[src/rtl/booth_pkg.sv]
// Shared types and helpers for the radix-4 Booth multiplier family.
//   state_t        : sequencer states of booth_mult_seq
//   booth_digit_t  : decoded radix-4 Booth digit {neg, two, zero}
//   digit_count()  : number of Booth digits retired for a given operand width
//   booth_encode() : 3-bit multiplier window -> decoded digit
package booth_pkg;

  typedef enum logic [1:0] {
    StIdle,
    StRun,
    StDone
  } state_t;

  typedef struct packed {
    logic neg;
    logic two;
    logic zero;
  } booth_digit_t;

  // Operands are extended by two bits, so one extra digit covers the sign/zero extension.
  function automatic int unsigned digit_count(input int unsigned width);
    return width / 2 + 1;
  endfunction

  // Window is {y[2i+1], y[2i], y[2i-1]}.
  function automatic booth_digit_t booth_encode(input logic [2:0] win);
    booth_digit_t d;
    d = '{neg: 1'b0, two: 1'b0, zero: 1'b0};
    unique case (win)
      3'b000, 3'b111: d.zero = 1'b1;
      3'b001, 3'b010: d = '{neg: 1'b0, two: 1'b0, zero: 1'b0};
      3'b011:         d.two  = 1'b1;
      3'b100:         d = '{neg: 1'b1, two: 1'b1, zero: 1'b0};
      3'b101, 3'b110: d.neg  = 1'b1;
      default:        d.zero = 1'b1;
    endcase
    return d;
  endfunction

endpackage

[src/rtl/booth_r4_digit.sv]
// Combinational radix-4 Booth partial-product generator.
//   win_i : multiplier window {y[2i+1], y[2i], y[2i-1]}
//   x_i   : multiplicand, already extended to WIDTH+2 bits
//   pp_o  : signed partial product digit * x, WIDTH+3 bits (holds +-2x)
module booth_r4_digit
  import booth_pkg::*;
#(
  parameter int unsigned WIDTH = 16
) (
  input  logic [2:0]       win_i,
  input  logic [WIDTH+1:0] x_i,
  output logic [WIDTH+2:0] pp_o
);

  booth_digit_t     dig;
  logic [WIDTH+2:0] mag;

  always_comb begin
    dig = booth_encode(win_i);
    if (dig.zero) begin
      mag = '0;
    end else if (dig.two) begin
      mag = {x_i, 1'b0};
    end else begin
      mag = {x_i[WIDTH+1], x_i};
    end
    pp_o = dig.neg ? -mag : mag;
  end

endmodule

[src/rtl/booth_mult_seq.sv]
// Iterative radix-4 Booth multiplier: one Booth digit per clock through a single adder.
//   clk, reset          : rising-edge clock, synchronous active-high reset
//   in_valid / in_ready : operand handshake (in_x, in_y, in_signed sampled on accept)
//   out_valid/out_ready : product handshake, out_z = 2*WIDTH-bit product
//   busy                : high while digits are being retired
module booth_mult_seq
  import booth_pkg::*;
#(
  parameter int unsigned WIDTH = 16
) (
  input  logic               clk,
  input  logic               reset,
  input  logic               in_valid,
  output logic               in_ready,
  input  logic [WIDTH-1:0]   in_x,
  input  logic [WIDTH-1:0]   in_y,
  input  logic               in_signed,
  output logic               out_valid,
  input  logic               out_ready,
  output logic [2*WIDTH-1:0] out_z,
  output logic               busy
);

  localparam int unsigned N    = digit_count(WIDTH);
  localparam int unsigned CntW = $clog2(N + 1);
  localparam int unsigned AccW = 2 * WIDTH + 4;

  state_t               state_q, state_d;
  logic [WIDTH+1:0]     x_q, x_d;
  logic [AccW-1:0]      acc_q, acc_d;
  logic                 prev_q, prev_d;
  logic [CntW-1:0]      cnt_q, cnt_d;
  logic [2*WIDTH-1:0]   z_q, z_d;

  logic                 accept;
  logic [WIDTH+1:0]     x_ext, y_ext;
  logic [WIDTH+2:0]     pp;
  logic [WIDTH+3:0]     sum;

  assign accept = in_valid & in_ready;
  assign x_ext  = {{2{in_signed & in_x[WIDTH-1]}}, in_x};
  assign y_ext  = {{2{in_signed & in_y[WIDTH-1]}}, in_y};

  // The multiplier lives in the low half of the accumulator and is consumed two bits per step
  // while product bits shift in from above.
  booth_r4_digit #(
    .WIDTH(WIDTH)
  ) u_digit (
    .win_i({acc_q[1:0], prev_q}),
    .x_i  (x_q),
    .pp_o (pp)
  );

  // Upper half after each shift stays below 2^WIDTH in magnitude, so WIDTH+2 bits hold it;
  // the sum itself needs WIDTH+4 before the shift.
  assign sum = {{2{acc_q[AccW-1]}}, acc_q[AccW-1 -: WIDTH+2]} + {pp[WIDTH+2], pp};

  // State register
  always_ff @(posedge clk) begin
    if (reset) begin
      state_q <= StIdle;
    end else begin
      state_q <= state_d;
    end
  end

  // Next-state logic
  always_comb begin
    state_d = state_q;
    unique case (state_q)
      StIdle:  if (in_valid) state_d = StRun;
      StRun:   if (cnt_q == '0) state_d = StDone;
      StDone:  if (out_ready) state_d = in_valid ? StRun : StIdle;
      default: state_d = StIdle;
    endcase
  end

  // Outputs
  always_comb begin
    in_ready  = (state_q == StIdle) || ((state_q == StDone) && out_ready);
    out_valid = (state_q == StDone);
    busy      = (state_q == StRun);
    out_z     = z_q;
  end

  // Datapath next state
  always_comb begin
    x_d    = x_q;
    acc_d  = acc_q;
    prev_d = prev_q;
    cnt_d  = cnt_q;
    z_d    = z_q;
    if (accept) begin
      x_d    = x_ext;
      acc_d  = {{(WIDTH + 2){1'b0}}, y_ext};
      prev_d = 1'b0;
      cnt_d  = CntW'(N);
    end else if (state_q == StRun) begin
      if (cnt_q != '0) begin
        acc_d  = {sum, acc_q[WIDTH+1:2]};
        prev_d = acc_q[1];
        cnt_d  = cnt_q - CntW'(1);
      end else begin
        z_d = acc_q[2*WIDTH-1:0];
      end
    end
  end

  always_ff @(posedge clk) begin
    if (reset) begin
      x_q    <= '0;
      acc_q  <= '0;
      prev_q <= 1'b0;
      cnt_q  <= '0;
      z_q    <= '0;
    end else begin
      x_q    <= x_d;
      acc_q  <= acc_d;
      prev_q <= prev_d;
      cnt_q  <= cnt_d;
      z_q    <= z_d;
    end
  end

endmodule
[config.mk]
export PLATFORM = sky130hd
export DESIGN_NAME = booth_mult_seq
export DESIGN_NICKNAME = d
export VERILOG_FILES = /design/src/rtl/booth_pkg.sv /design/src/rtl/booth_r4_digit.sv /design/src/rtl/booth_mult_seq.sv
export SDC_FILE = /design/constraint.sdc
export NUM_CORES = 1
export LEC_CHECK = 0
export CAP_MARGIN = 20
export CORE_UTILIZATION = 55
export DETAILED_ROUTE_END_ITERATION = 16
export HOLD_SLACK_MARGIN = 0.1
export PLACE_DENSITY = 0.79
export SLEW_MARGIN = 40
export SYNTH_ARGS = -nofsm -noshare
export SYNTH_HDL_FRONTEND = slang
export SYNTH_SLANG_ARGS = --single-unit
[constraint.sdc]
create_clock -name clk -period 4.8 [get_ports clk]
set_input_delay 0.96 -clock clk [delete_from_list [all_inputs] [get_ports clk]]
set_output_delay 0.96 -clock clk [all_outputs]
set_load 0.02 [all_outputs]
Word-level counts from Yosys, hierarchy flattened
Cells that the tools add are included.
{"block": "totals", "out_inout_bits": 35, "wordCells": 59, "register_bits": 92, "inputBits": 37}
{"block": "classes", "eq_ne": 10, "reduce_logical": 16, "bitwise": 5, "n_mux": 17, "addsub": 3}
{"operator": "18-bit 2-to-1 mux", "count": 3}
{"operator": "19-bit 2-to-1 mux", "count": 2}
{"operator": "18-bit by 19-bit adder with 20-bit output", "count": 1}
{"operator": "19-bit negator", "count": 1}
{"operator": "17-bit 2-to-1 mux", "count": 1}
{"operator": "3-bit == test (second input constant)", "count": 4}
{"operator": "4-bit 2-to-1 mux", "count": 3}
{"operator": "2-bit 2-to-1 mux", "count": 3}
{"operator": "2-bit one-hot mux with 3 select lines", "count": 1}
{"operator": "3-bit AND reduction", "count": 2}
{"operator": "2-bit OR reduction", "count": 3}
{"operator": "4-bit zero test", "count": 1}
{"operator": "1-bit 2-to-1 mux", "count": 4}
{"operator": "2-bit by 1-bit != test with 1-bit output (second input constant)", "count": 2}
{"operator": "2-bit AND reduction", "count": 2}
{"operator": "2-bit nonzero test", "count": 2}
{"operator": "4-bit nonzero test", "count": 1}
{"operator": "4-bit by 1-bit subtractor with 4-bit output (second input constant)", "count": 1}
{"operator": "1-bit bitwise AND", "count": 3}
{"operator": "3-bit by 2-bit == test with 1-bit output (second input constant)", "count": 1}
{"operator": "3-bit zero test", "count": 1}
{"operator": "3-bit OR reduction", "count": 1}
{"operator": "2-bit by 1-bit == test with 1-bit output (second input constant)", "count": 1}
{"operator": "2-bit == test (second input constant)", "count": 1}
{"operator": "other kinds (5)", "count": 6}

Depth between registers and ports, before layout
Gate-level depths: netlist of the first run.
{"block": "depth", "word_depth": 11, "mapped_depth": 21, "mapped_depth_nobuf": 17}

By module
A second synthesis of the first run with hierarchy kept.
{"block": "unflattened", "cells_unflattened": 792, "hier_area_um2": 5944.5}
{"mod": "booth_mult_seq", "n_inst": 1, "area_each_um2": 4362.9, "cells_per_inst": 542, "seq_area_each_um2": 1841.8}
{"mod": "booth_r4_digit", "n_inst": 1, "area_each_um2": 1581.5, "cells_per_inst": 250, "seq_area_each_um2": 0.0}

Worst setup path before layout of the first run
No wires, ideal clock.
{"block": "synth_path", "kind": "register -> register", "start": "register acc_q[0]", "end": "register acc_q[35]", "t_arrival_ns": 4.008, "required_ns": 4.683, "path_stages_with_launch": 21, "period_less_slack_ns": 4.125, "setup_slack_ns": 0.675, "path_buffers": 5, "setup_time_ns": 0.117, "path_cell_list": "dfxtp_1 -> buf_6 -> buf_2 -> buf_2 -> buf_1 -> a21o_1 -> ha_1 -> nand2b_1 -> a221oi_2 -> o21a_2 -> and3_1 -> mux2i_1 -> a221o_1 -> ha_1 -> clkbuf_2 -> and4_1 -> and4_1 -> o2111ai_1 -> a31oi_1 -> nand3_1 -> a32o_1"}
{"block": "synth_between", "elab_chain_cells": 8, "elab_cells_between_ends": 17, "classes_between": "add/sub (2); eq/ne (5); mux (6); reduce/logical (4)"}
{"element": "from (decl)", "line": "booth_mult_seq.sv:30", "rtl": "logic [AccW-1:0] acc_q, acc_d;"}
{"element": "from (signal assigned)", "line": "booth_mult_seq.sv:112", "rtl": "acc_q <= '0;"}
{"element": "from (signal assigned)", "line": "booth_mult_seq.sv:118", "rtl": "acc_q <= acc_d;"}
{"element": "3-bit by 2-bit == test with 1-bit output or 3-bit == test (tied branches)", "line": "booth_pkg.sv:29", "rtl": "unique case (win)"}
{"element": "2-bit OR reduction (no line)"}
{"element": "1-bit 2-to-1 mux", "line": "booth_pkg.sv:29"}
{"element": "17-bit 2-to-1 mux", "line": "booth_r4_digit.sv:22", "rtl": "end else if (dig.two) begin"}
{"element": "19-bit 2-to-1 mux", "line": "booth_r4_digit.sv:20", "rtl": "if (dig.zero) begin"}
{"element": "19-bit negator", "line": "booth_r4_digit.sv:27", "rtl": "pp_o = dig.neg ? -mag : mag;"}
{"element": "19-bit 2-to-1 mux *", "line": "booth_r4_digit.sv:27"}
{"element": "18-bit by 19-bit adder with 20-bit output *", "line": "booth_mult_seq.sv:56", "rtl": "assign sum = {{2{acc_q[AccW-1]}}, acc_q[AccW-1 -: WIDTH+2]} + {pp[WIDTH+2], pp};"}
Mark *: on every way between the ends. The rest lies on a longest branch, timed or not.
A chain may end at the register's enable or synchronous reset.

Worst setup path in the final report of the first run
{"block": "layout_path", "start": "register prev_q", "end": "register acc_q[29]"}
{"block": "layout_between", "elab_chain_cells": 8, "elab_cells_between_ends": 17, "classes_between": "add/sub (2); eq/ne (5); mux (6); reduce/logical (4)"}
{"element": "from (decl)", "line": "booth_mult_seq.sv:31", "rtl": "logic prev_q, prev_d;"}
{"element": "from (signal assigned)", "line": "booth_mult_seq.sv:119", "rtl": "prev_q <= prev_d;"}
{"element": "3-bit by 2-bit == test with 1-bit output or 3-bit == test (tied branches)", "line": "booth_pkg.sv:29"}
{"element": "2-bit OR reduction (no line)"}
{"element": "1-bit 2-to-1 mux", "line": "booth_pkg.sv:29"}
{"element": "17-bit 2-to-1 mux", "line": "booth_r4_digit.sv:22"}
{"element": "19-bit 2-to-1 mux", "line": "booth_r4_digit.sv:20"}
{"element": "19-bit negator", "line": "booth_r4_digit.sv:27"}
{"element": "19-bit 2-to-1 mux *", "line": "booth_r4_digit.sv:27"}
{"element": "18-bit by 19-bit adder with 20-bit output *", "line": "booth_mult_seq.sv:56"}
Marked as above.

==> metrics.txt, run 1 <==
# TYPE chip_impl_metric gauge
chip_impl_metric{name="syn_to_final_growth",unit="%"} 15.7
chip_impl_metric{name="timing.final.hold_violations",unit=""} 0
chip_impl_metric{name="post-route-worst-setup-slack",unit="ns"} 0.507
chip_impl_metric{name="postPlaceCellArea",unit="sq um"} 6490
chip_impl_info{name="postSynth.topFlopCell",value="dfxtp_1"} 1
chip_impl_metric{name="achievable-frequency",unit="MHz"} 233
chip_impl_metric{name="clkLatencyLatePin",unit="ns"} 0.37
chip_impl_metric{name="timing.final.setup_violations",unit=""} 0
chip_impl_metric{name="slew_violations",unit=""} 0
chip_impl_info{name="worstReg2RegEnd",value="acc_q[29]$_SDFFE_PP0P_"} 1
chip_impl_info{name="status",value="finished clean"} 1
chip_impl_metric{name="cts_htree_levels",unit=""} 3
chip_impl_info{name="dominant_cell_by_count_in_the_synthesized_netlist",value="nand2_1"} 1
chip_impl_info{name="cts-root-buf",value="clkbuf_8"} 1
chip_impl_metric{name="drv_cap",unit=""} 0
chip_impl_metric{name="max-vdd-ir-drop",unit="V"} 0.000174
chip_impl_metric{name="post_route_cells_drive_above_1_share",unit="%"} 7.28
chip_impl_metric{name="multi_input_area",unit="sq um"} 3610
chip_impl_metric{name="synth-async-reset-ratio",unit="%"} 0
chip_impl_metric{name="globalRouteTotalUtil",unit="%"} 30.6
chip_impl_metric{name="row_count",unit=""} 37
chip_impl_metric{name="number_of_unique_standard_cell_types_used_by_synthesis",unit=""} 76
chip_impl_metric{name="clock_sinks",unit=""} 92
chip_impl_metric{name="fin_tns_setup",unit="ns"} 0
chip_impl_metric{name="layout.nets",unit=""} 865
chip_impl_metric{name="synthMuxAreaShare",unit="%"} 2.13
chip_impl_metric{name="antenna_found_initial",unit=""} 0
chip_impl_metric{name="ys_seq_elements",unit=""} 92
chip_impl_metric{name="floorplan.initialDensity",unit="%"} 56.5
chip_impl_metric{name="post_cts.resized_instances",unit=""} 0
chip_impl_metric{name="worstRegToRegCells",unit=""} 17
chip_impl_metric{name="synth_enable_flop_cells",unit=""} 0
chip_impl_info{name="criticalPathCategory",value="reg2reg"} 1
chip_impl_metric{name="routed_wire_length_per_instance",unit="microns"} 17.3
chip_impl_metric{name="layout_worst_path_cycle_share",unit="%"} 89.4
chip_impl_metric{name="chipHeight",unit="microns"} 105
chip_impl_metric{name="numCtsBuffers",unit=""} 9
chip_impl_metric{name="worst_ep_required_time",unit="ns"} 5.06
chip_impl_metric{name="first_global_vias",unit=""} 5493
chip_impl_metric{name="viasPerCell",unit=""} 6.11
chip_impl_metric{name="post_placement_cell_count",unit=""} 930
chip_impl_info{name="worstHoldEndpoint",value="out_z[1]$_SDFFE_PP0P_"} 1
chip_impl_metric{name="layoutNonFillerInstCount",unit=""} 946
chip_impl_metric{name="syn_inst",unit=""} 769
chip_impl_metric{name="synth_adder_area_share",unit="%"} 5.08
chip_impl_metric{name="power_per_cell_area",unit="nW/um^2"} 313
chip_impl_metric{name="cts-root-to-sink-buffers",unit=""} 2
chip_impl_info{name="synth_top_family_by_area",value="compound AO/OA/AOI/OAI gates"} 1
chip_impl_metric{name="syn-cell-area",unit="sq um"} 5810
chip_impl_metric{name="postCtsSetupRepairBufs",unit=""} 0
chip_impl_info{name="synthTopCellsByCount",value="nand2_1 (171), a21oi_1 (105), dfxtp_1 (92), nor2_1 (42), clkbuf_1 (35)"} 1
chip_impl_metric{name="synth_compound_area_share",unit="%"} 27.5
chip_impl_metric{name="postRouteAntennaNets",unit=""} 0
chip_impl_metric{name="maxSlewHeadroom",unit="%"} 52.7
chip_impl_info{name="type_of_element_launching_the_critical_path",value="register"} 1
chip_impl_metric{name="dp_hpwl",unit="microns"} 11800
chip_impl_metric{name="register_area",unit="sq um"} 1840
chip_impl_info{name="min_from",value="out_z[1]$_SDFFE_PP0P_"} 1
chip_impl_metric{name="yosys.area_share.simple",unit="%"} 23.1
chip_impl_metric{name="post_cts_hold_buffer_count",unit=""} 0
chip_impl_info{name="netlist_top_cells_area",value="dfxtp_1 (32%), nand2_1 (11%), a21oi_1 (9.0%)"} 1
chip_impl_metric{name="die_w",unit="microns"} 105
chip_impl_metric{name="sequential_to_total_area_share_from_yosys_stat",unit="%"} 31.7
chip_impl_info{name="worst_hold_path_type",value="reg2reg"} 1
chip_impl_metric{name="timing.reg2reg.setup_slack",unit="ns"} 0.51
chip_impl_metric{name="place.gp.congestion",unit=""} 0.954
chip_impl_metric{name="io_buffer_count",unit=""} 71
chip_impl_metric{name="worstPathArrival",unit="ns"} 4.56
chip_impl_metric{name="drt_wl_total",unit="microns"} 16400
chip_impl_info{name="synth_area_leader_cell",value="dfxtp_1"} 1
chip_impl_metric{name="fp.dieArea",unit="sq um"} 11000
chip_impl_info{name="setup_repair_after_global_routing_missed_its_margin",value="no"} 1
chip_impl_metric{name="post_synth.cell_area_avg",unit="sq um"} 7.56
chip_impl_metric{name="drc_errors",unit=""} 0
chip_impl_metric{name="timing.critical_path.fanout_max",unit=""} 19
chip_impl_info{name="critPathCaptureType",value="register"} 1
chip_impl_metric{name="dr_total_vias",unit=""} 5781
chip_impl_metric{name="hold-path-cell-count",unit=""} 2
chip_impl_metric{name="clk_transition_reported_paths",unit="ns"} 0.10
chip_impl_metric{name="post-route-cell-area",unit="sq um"} 6720
chip_impl_metric{name="drt_pass1_iterations",unit=""} 5
chip_impl_metric{name="p_leak",unit="nW"} 2.38
chip_impl_metric{name="tightest_slew",unit="ns"} 0.709
chip_impl_metric{name="finClkSkew",unit="ns"} 0.0188
chip_impl_metric{name="io-pin-count",unit=""} 72
chip_impl_metric{name="num_antenna_cells",unit=""} 0
chip_impl_metric{name="grt_start_max_net_pins",unit=""} 60
chip_impl_metric{name="synth_fp_nets",unit=""} 829
chip_impl_metric{name="pre_cts_slack",unit="ns"} 0.324
chip_impl_metric{name="yosys.area.top_type_share",unit="%"} 31.7
chip_impl_metric{name="fp.coreArea",unit="sq um"} 10300
chip_impl_metric{name="drt-initial-drc-count",unit=""} 391
chip_impl_metric{name="layout.filler_cells",unit=""} 918
chip_impl_metric{name="finalWorstPathRequiredPeriod",unit="ns"} 4.29
chip_impl_metric{name="yosys_warnings",unit=""} 0
chip_impl_info{name="rr_startpoint",value="prev_q$_SDFFE_PP0P_"} 1
chip_impl_metric{name="yosys.area_share.xor_xnor",unit="%"} 4.20
chip_impl_metric{name="global_route.overflow_total",unit=""} 0
chip_impl_metric{name="grt_pass1_wl",unit="microns"} 26900
chip_impl_info{name="cts_tree",value="built"} 1
chip_impl_metric{name="fin_total_pwr",unit="mW"} 2.10
-- per-layer routing --
layer	wire length, microns	GRT usage, %	vias to the layer above
li1	-	-	2803
met1	7150	40.0	2739
met2	7970	51.2	217
met3	994	4.99	22
met4	284	9.96	0
met5	0	0	-
-- power by group --
part,internal (mW),switching [mW],total (mW)
clock network,0.300,0.308,0.609
registers,0.805,0.0509,0.856
logic,0.243,0.393,0.637
-- worst max-delay path, stage by stage (launching register included) --
cell,delay (ns)
dfxtp_2,0.57
and2b_1,0.31
a22oi_1,0.10
a21o_1,0.20
ha_1,0.25
nand2b_1,0.11
a221oi_2,0.05
o21ai_1,0.34
nor2_1,0.06
o21ai_0,0.16
o221ai_1,0.16
ha_1,0.38
a21oi_1,0.24
nand2_1,0.16
o211ai_1,0.33
a21boi_0,0.17
or3_1,0.33
a32o_1,0.25
-- cell families (layout without fill, tap and decap cells) --
group / after synthesis / after routing
flops: 92 / 92
fa+ha+maj: 23 / 23
mux: 12 / 12
xor+xnor: 27 / 27
buf+inv: 77 / 118
compound gates: 238 / 238
simple gates: 300 / 300
-- cell type report --
type / instances / area share, %
Clock buffer: 10 / 1.90
Clock inverter: 6 / 1.43
Inverter: 18 / 1.01
Multi-Input combinational cell: 600 / 53.8
Sequential cell: 92 / 27.4
Tap cell: 136 / 2.53
Timing Repair Buffer: 84 / 12.0
-- layout by cell type, fill, tap and decap left out, types with 8 or more instances in the layout --
cell type          n
nand2_1          171
a21oi_1          105
dfxtp_1           91
clkdlybuf4s50_1   70
nor2_1            41
o21ai_0           25
ha_1              22
nand3_1           19
xnor2_1           18
inv_1             17
a22oi_1           14
buf_4             13
nand2b_1          12
nor3_1            11
mux2i_1            9
clkbuf_8           9
xor2_1             8
o211ai_1           8
a311oi_1           8
-- sequential cells by signal, summed over array words and instances (netlist names) --
register / flops
acc_q: 36
out_z: 32
x_q: 17
cnt_q: 4
state_q: 2
prev_q: 1
-- worst max path at each step --
stage               slack, ns                  start                      to
floorplan                0.67  acc_q[0]$_SDFFE_PP0P_  acc_q[35]$_SDFFE_PP0P_
global placement         0.41    prev_q$_SDFFE_PP0P_  acc_q[30]$_SDFFE_PP0P_
detailed placement       0.32    prev_q$_SDFFE_PP0P_  acc_q[31]$_SDFFE_PP0P_
CTS                      0.32    prev_q$_SDFFE_PP0P_  acc_q[31]$_SDFFE_PP0P_
global route             0.23    prev_q$_SDFFE_PP0P_  acc_q[31]$_SDFFE_PP0P_
finish                   0.51    prev_q$_SDFFE_PP0P_  acc_q[29]$_SDFFE_PP0P_
-- through the flow --
stage / utilization (%) / hold slack [ns]
2_1_floorplan: - / 0.445
6_report: 65.4 / 0.458
5_1_grt: 65.4 / 0.480
4_1_cts: 65.4 / 0.462
3_5_place_dp: 63.2 / 0.449
3_3_place_gp: 63.2 / 0.441
No activity file was read; power rests on OpenSTA's default activity.
==> run 2: changes to the inputs <==
- CORE_UTILIZATION: 55 -> 52
- CTS_BUF_LIST: default -> sky130_fd_sc_hd__clkbuf_4 sky130_fd_sc_hd__clkbuf_8
- PLACE_DENSITY: 0.79 -> 0.78
- clock period: 4.8 -> 3.7 ns (I/O delays scaled with it)
==> run 2 against run 1 <==
Highest routed layer unchanged. Critical path depth is 2 higher. Core utilization up 2.8 points. Sequential share of layout area shrank 2.4 points.
==> metrics.txt, run 2 (same netlist as run 1, synthesis figures left out) <==
# TYPE chip_impl_metric gauge
chip_impl_metric{name="cts_htree_levels",unit=""} 3
chip_impl_metric{name="finalWorstPathRequiredPeriod",unit="ns"} 3.69
chip_impl_metric{name="grt_start_max_net_pins",unit=""} 74
chip_impl_metric{name="fin_tns_setup",unit="ns"} 0
chip_impl_metric{name="clock_sinks",unit=""} 92
chip_impl_metric{name="num_antenna_cells",unit=""} 0
chip_impl_metric{name="p_leak",unit="nW"} 2.69
chip_impl_metric{name="timing.critical_path.fanout_max",unit=""} 7
chip_impl_metric{name="drt_pass1_iterations",unit=""} 6
chip_impl_info{name="layout_common_cells",value="nand2_1 (167), a21oi_1 (96), dfxtp_1 (89), clkdlybuf4s50_1 (70), buf_4 (66)"} 1
chip_impl_metric{name="slew_violations",unit=""} 0
chip_impl_metric{name="largest_register_ff_count",unit=""} 36
chip_impl_info{name="cts_tree",value="built"} 1
chip_impl_metric{name="globalRouteTotalUtil",unit="%"} 29.8
chip_impl_info{name="layout.cells.most_common",value="nand2_1"} 1
chip_impl_metric{name="post_cts_hold_buffer_count",unit=""} 0
chip_impl_metric{name="max-vdd-ir-drop",unit="V"} 0.000270
chip_impl_metric{name="clk_transition_reported_paths",unit="ns"} 0.10
chip_impl_metric{name="postRouteAntennaNets",unit=""} 0
chip_impl_info{name="type_of_element_launching_the_critical_path",value="register"} 1
chip_impl_metric{name="place.gp.congestion",unit=""} 0.998
chip_impl_metric{name="cts-root-to-sink-buffers",unit=""} 2
chip_impl_metric{name="die_w",unit="microns"} 108
chip_impl_metric{name="timing.final.setup_violations",unit=""} 0
chip_impl_metric{name="syn_to_final_growth",unit="%"} 27.2
chip_impl_info{name="worst_hold_path_type",value="reg2reg"} 1
chip_impl_info{name="status",value="finished clean"} 1
chip_impl_metric{name="antenna_found_initial",unit=""} 0
chip_impl_metric{name="achievable-frequency",unit="MHz"} 271
chip_impl_metric{name="post_route_cells_drive_above_1_share",unit="%"} 18.5
chip_impl_metric{name="worst_ep_required_time",unit="ns"} 3.99
chip_impl_metric{name="numCtsBuffers",unit=""} 9
chip_impl_metric{name="power_per_cell_area",unit="nW/um^2"} 385
chip_impl_metric{name="grt_pass1_wl",unit="microns"} 27200
chip_impl_metric{name="fp.coreArea",unit="sq um"} 10800
chip_impl_metric{name="drt-initial-drc-count",unit=""} 498
chip_impl_metric{name="maxSlewHeadroom",unit="%"} 42.1
chip_impl_metric{name="first_global_vias",unit=""} 5658
chip_impl_metric{name="timing.final.hold_violations",unit=""} 0
chip_impl_metric{name="global_route.overflow_total",unit=""} 0
chip_impl_metric{name="drt_wl_total",unit="microns"} 17300
chip_impl_info{name="setup_repair_after_global_routing_missed_its_margin",value="yes"} 1
chip_impl_metric{name="worstRegToRegCells",unit=""} 19
chip_impl_metric{name="hold-path-cell-count",unit=""} 2
chip_impl_metric{name="dr_total_vias",unit=""} 6075
chip_impl_metric{name="viasPerCell",unit=""} 6.03
chip_impl_metric{name="final_core_util",unit="%"} 68.2
chip_impl_metric{name="clkLatencyLatePin",unit="ns"} 0.38
chip_impl_metric{name="layout_worst_path_cycle_share",unit="%"} 99.6
chip_impl_metric{name="io_buffer_count",unit=""} 71
chip_impl_metric{name="fp.dieArea",unit="sq um"} 11600
chip_impl_metric{name="dp_hpwl",unit="microns"} 12300
chip_impl_info{name="criticalPathCategory",value="reg2reg"} 1
chip_impl_info{name="critPathCaptureType",value="register"} 1
chip_impl_metric{name="drc_errors",unit=""} 0
chip_impl_metric{name="row_count",unit=""} 38
chip_impl_metric{name="drv_cap",unit=""} 0
chip_impl_metric{name="fin_total_pwr",unit="mW"} 2.84
chip_impl_metric{name="finClkSkew",unit="ns"} 0.00670
chip_impl_metric{name="tightest_slew",unit="ns"} 0.868
chip_impl_metric{name="routed_wire_length_per_instance",unit="microns"} 17.2
chip_impl_info{name="top_register",value="acc_q"} 1
chip_impl_info{name="cts-root-buf",value="clkbuf_8"} 1
chip_impl_metric{name="floorplan.initialDensity",unit="%"} 53.6
chip_impl_metric{name="worstPathArrival",unit="ns"} 3.97
chip_impl_metric{name="io-pin-count",unit=""} 72
chip_impl_metric{name="chipHeight",unit="microns"} 108
chip_impl_metric{name="layout.nets",unit=""} 922
run 2: cell types whose count changed in the layout (fill, tap and decap cells not counted), sizes merged:
cell      delta
inv          +1
bufinv       -1
clkinvlp     -1
clkinv       +1
buf         +57
run 2: cell type report:
type / instances / area, sq um
multi-input combinational: 600 / 3840
fill: 880 / 3450
sequential: 92 / 1850
timing repair buffer: 141 / 1250
tap: 140 / 175
clock buffer: 10 / 138
clock inverter: 6 / 68.8
inverter: 18 / 67.6
run 2: repair_timing:
action                                 in CTS  in global routing
pin swaps                                   6                 26
gates resized for setup                    11                 41
endpoints found under the hold margin       0                  0
buffers inserted                            2                  8
setup endpoints to repair                   8                 13
run 2: per-stage QoR:
step                cells  instance area (sq um)  setup slack [ns]  hold slack [ns]
floorplan             769                   5860            -0.122            0.445
global placement      982                   6880           -0.0288            0.442
detailed placement    982                   6880            -0.155            0.446
CTS                  1000                   7150           -0.0193            0.461
global route         1007                   7390            -0.163            0.476
finish               1007                   7390            0.0147            0.457
run 2: layer usage:
| metal | up-vias | routed length (microns) | GRT usage (%) |
|---|---|---|---|
| met5 | - | 0 | 0 |
| met4 | 0 | 597 | 14.3 |
| met3 | 48 | 1020 | 5.08 |
| met2 | 228 | 8270 | 48.6 |
| met1 | 2887 | 7410 | 37.9 |
| li1 | 2912 | - | - |
run 2: where the power goes:
group	total, mW	internal (mW)	leakage [nW]	switching, mW
Clock	0.740	0.338	0.109	0.401
Combinational	0.994	0.428	1.83	0.565
Sequential	1.11	1.04	0.750	0.0656
run 2: final timing paths:
path	startpoint	to	slack, ns
worst min register to register	out_z[9]$_SDFFE_PP0P_	out_z[9]$_SDFFE_PP0P_	0.46
worst max-delay path	prev_q$_SDFFE_PP0P_	acc_q[31]$_SDFFE_PP0P_	0.01
worst min-delay path	out_z[9]$_SDFFE_PP0P_	out_z[9]$_SDFFE_PP0P_	0.46
worst max register to register	prev_q$_SDFFE_PP0P_	acc_q[31]$_SDFFE_PP0P_	0.01
run 2: critical path, cell delays in order (launching register included):
cell and delay [ns]:
dfxtp_4 0.39, and2b_1 0.19, a22oi_2 0.13, a21o_1 0.16, ha_2 0.20, nand2_2 0.06
a221oi_4 0.22, o21a_2 0.23, nor2_2 0.04, xnor2_1 0.14, o221ai_1 0.13, ha_1 0.36
buf_6 0.14, nand3_1 0.12, nand2_2 0.08, o211ai_1 0.16, buf_4 0.16, a21oi_2 0.06
or3_1 0.36, a32o_1 0.26
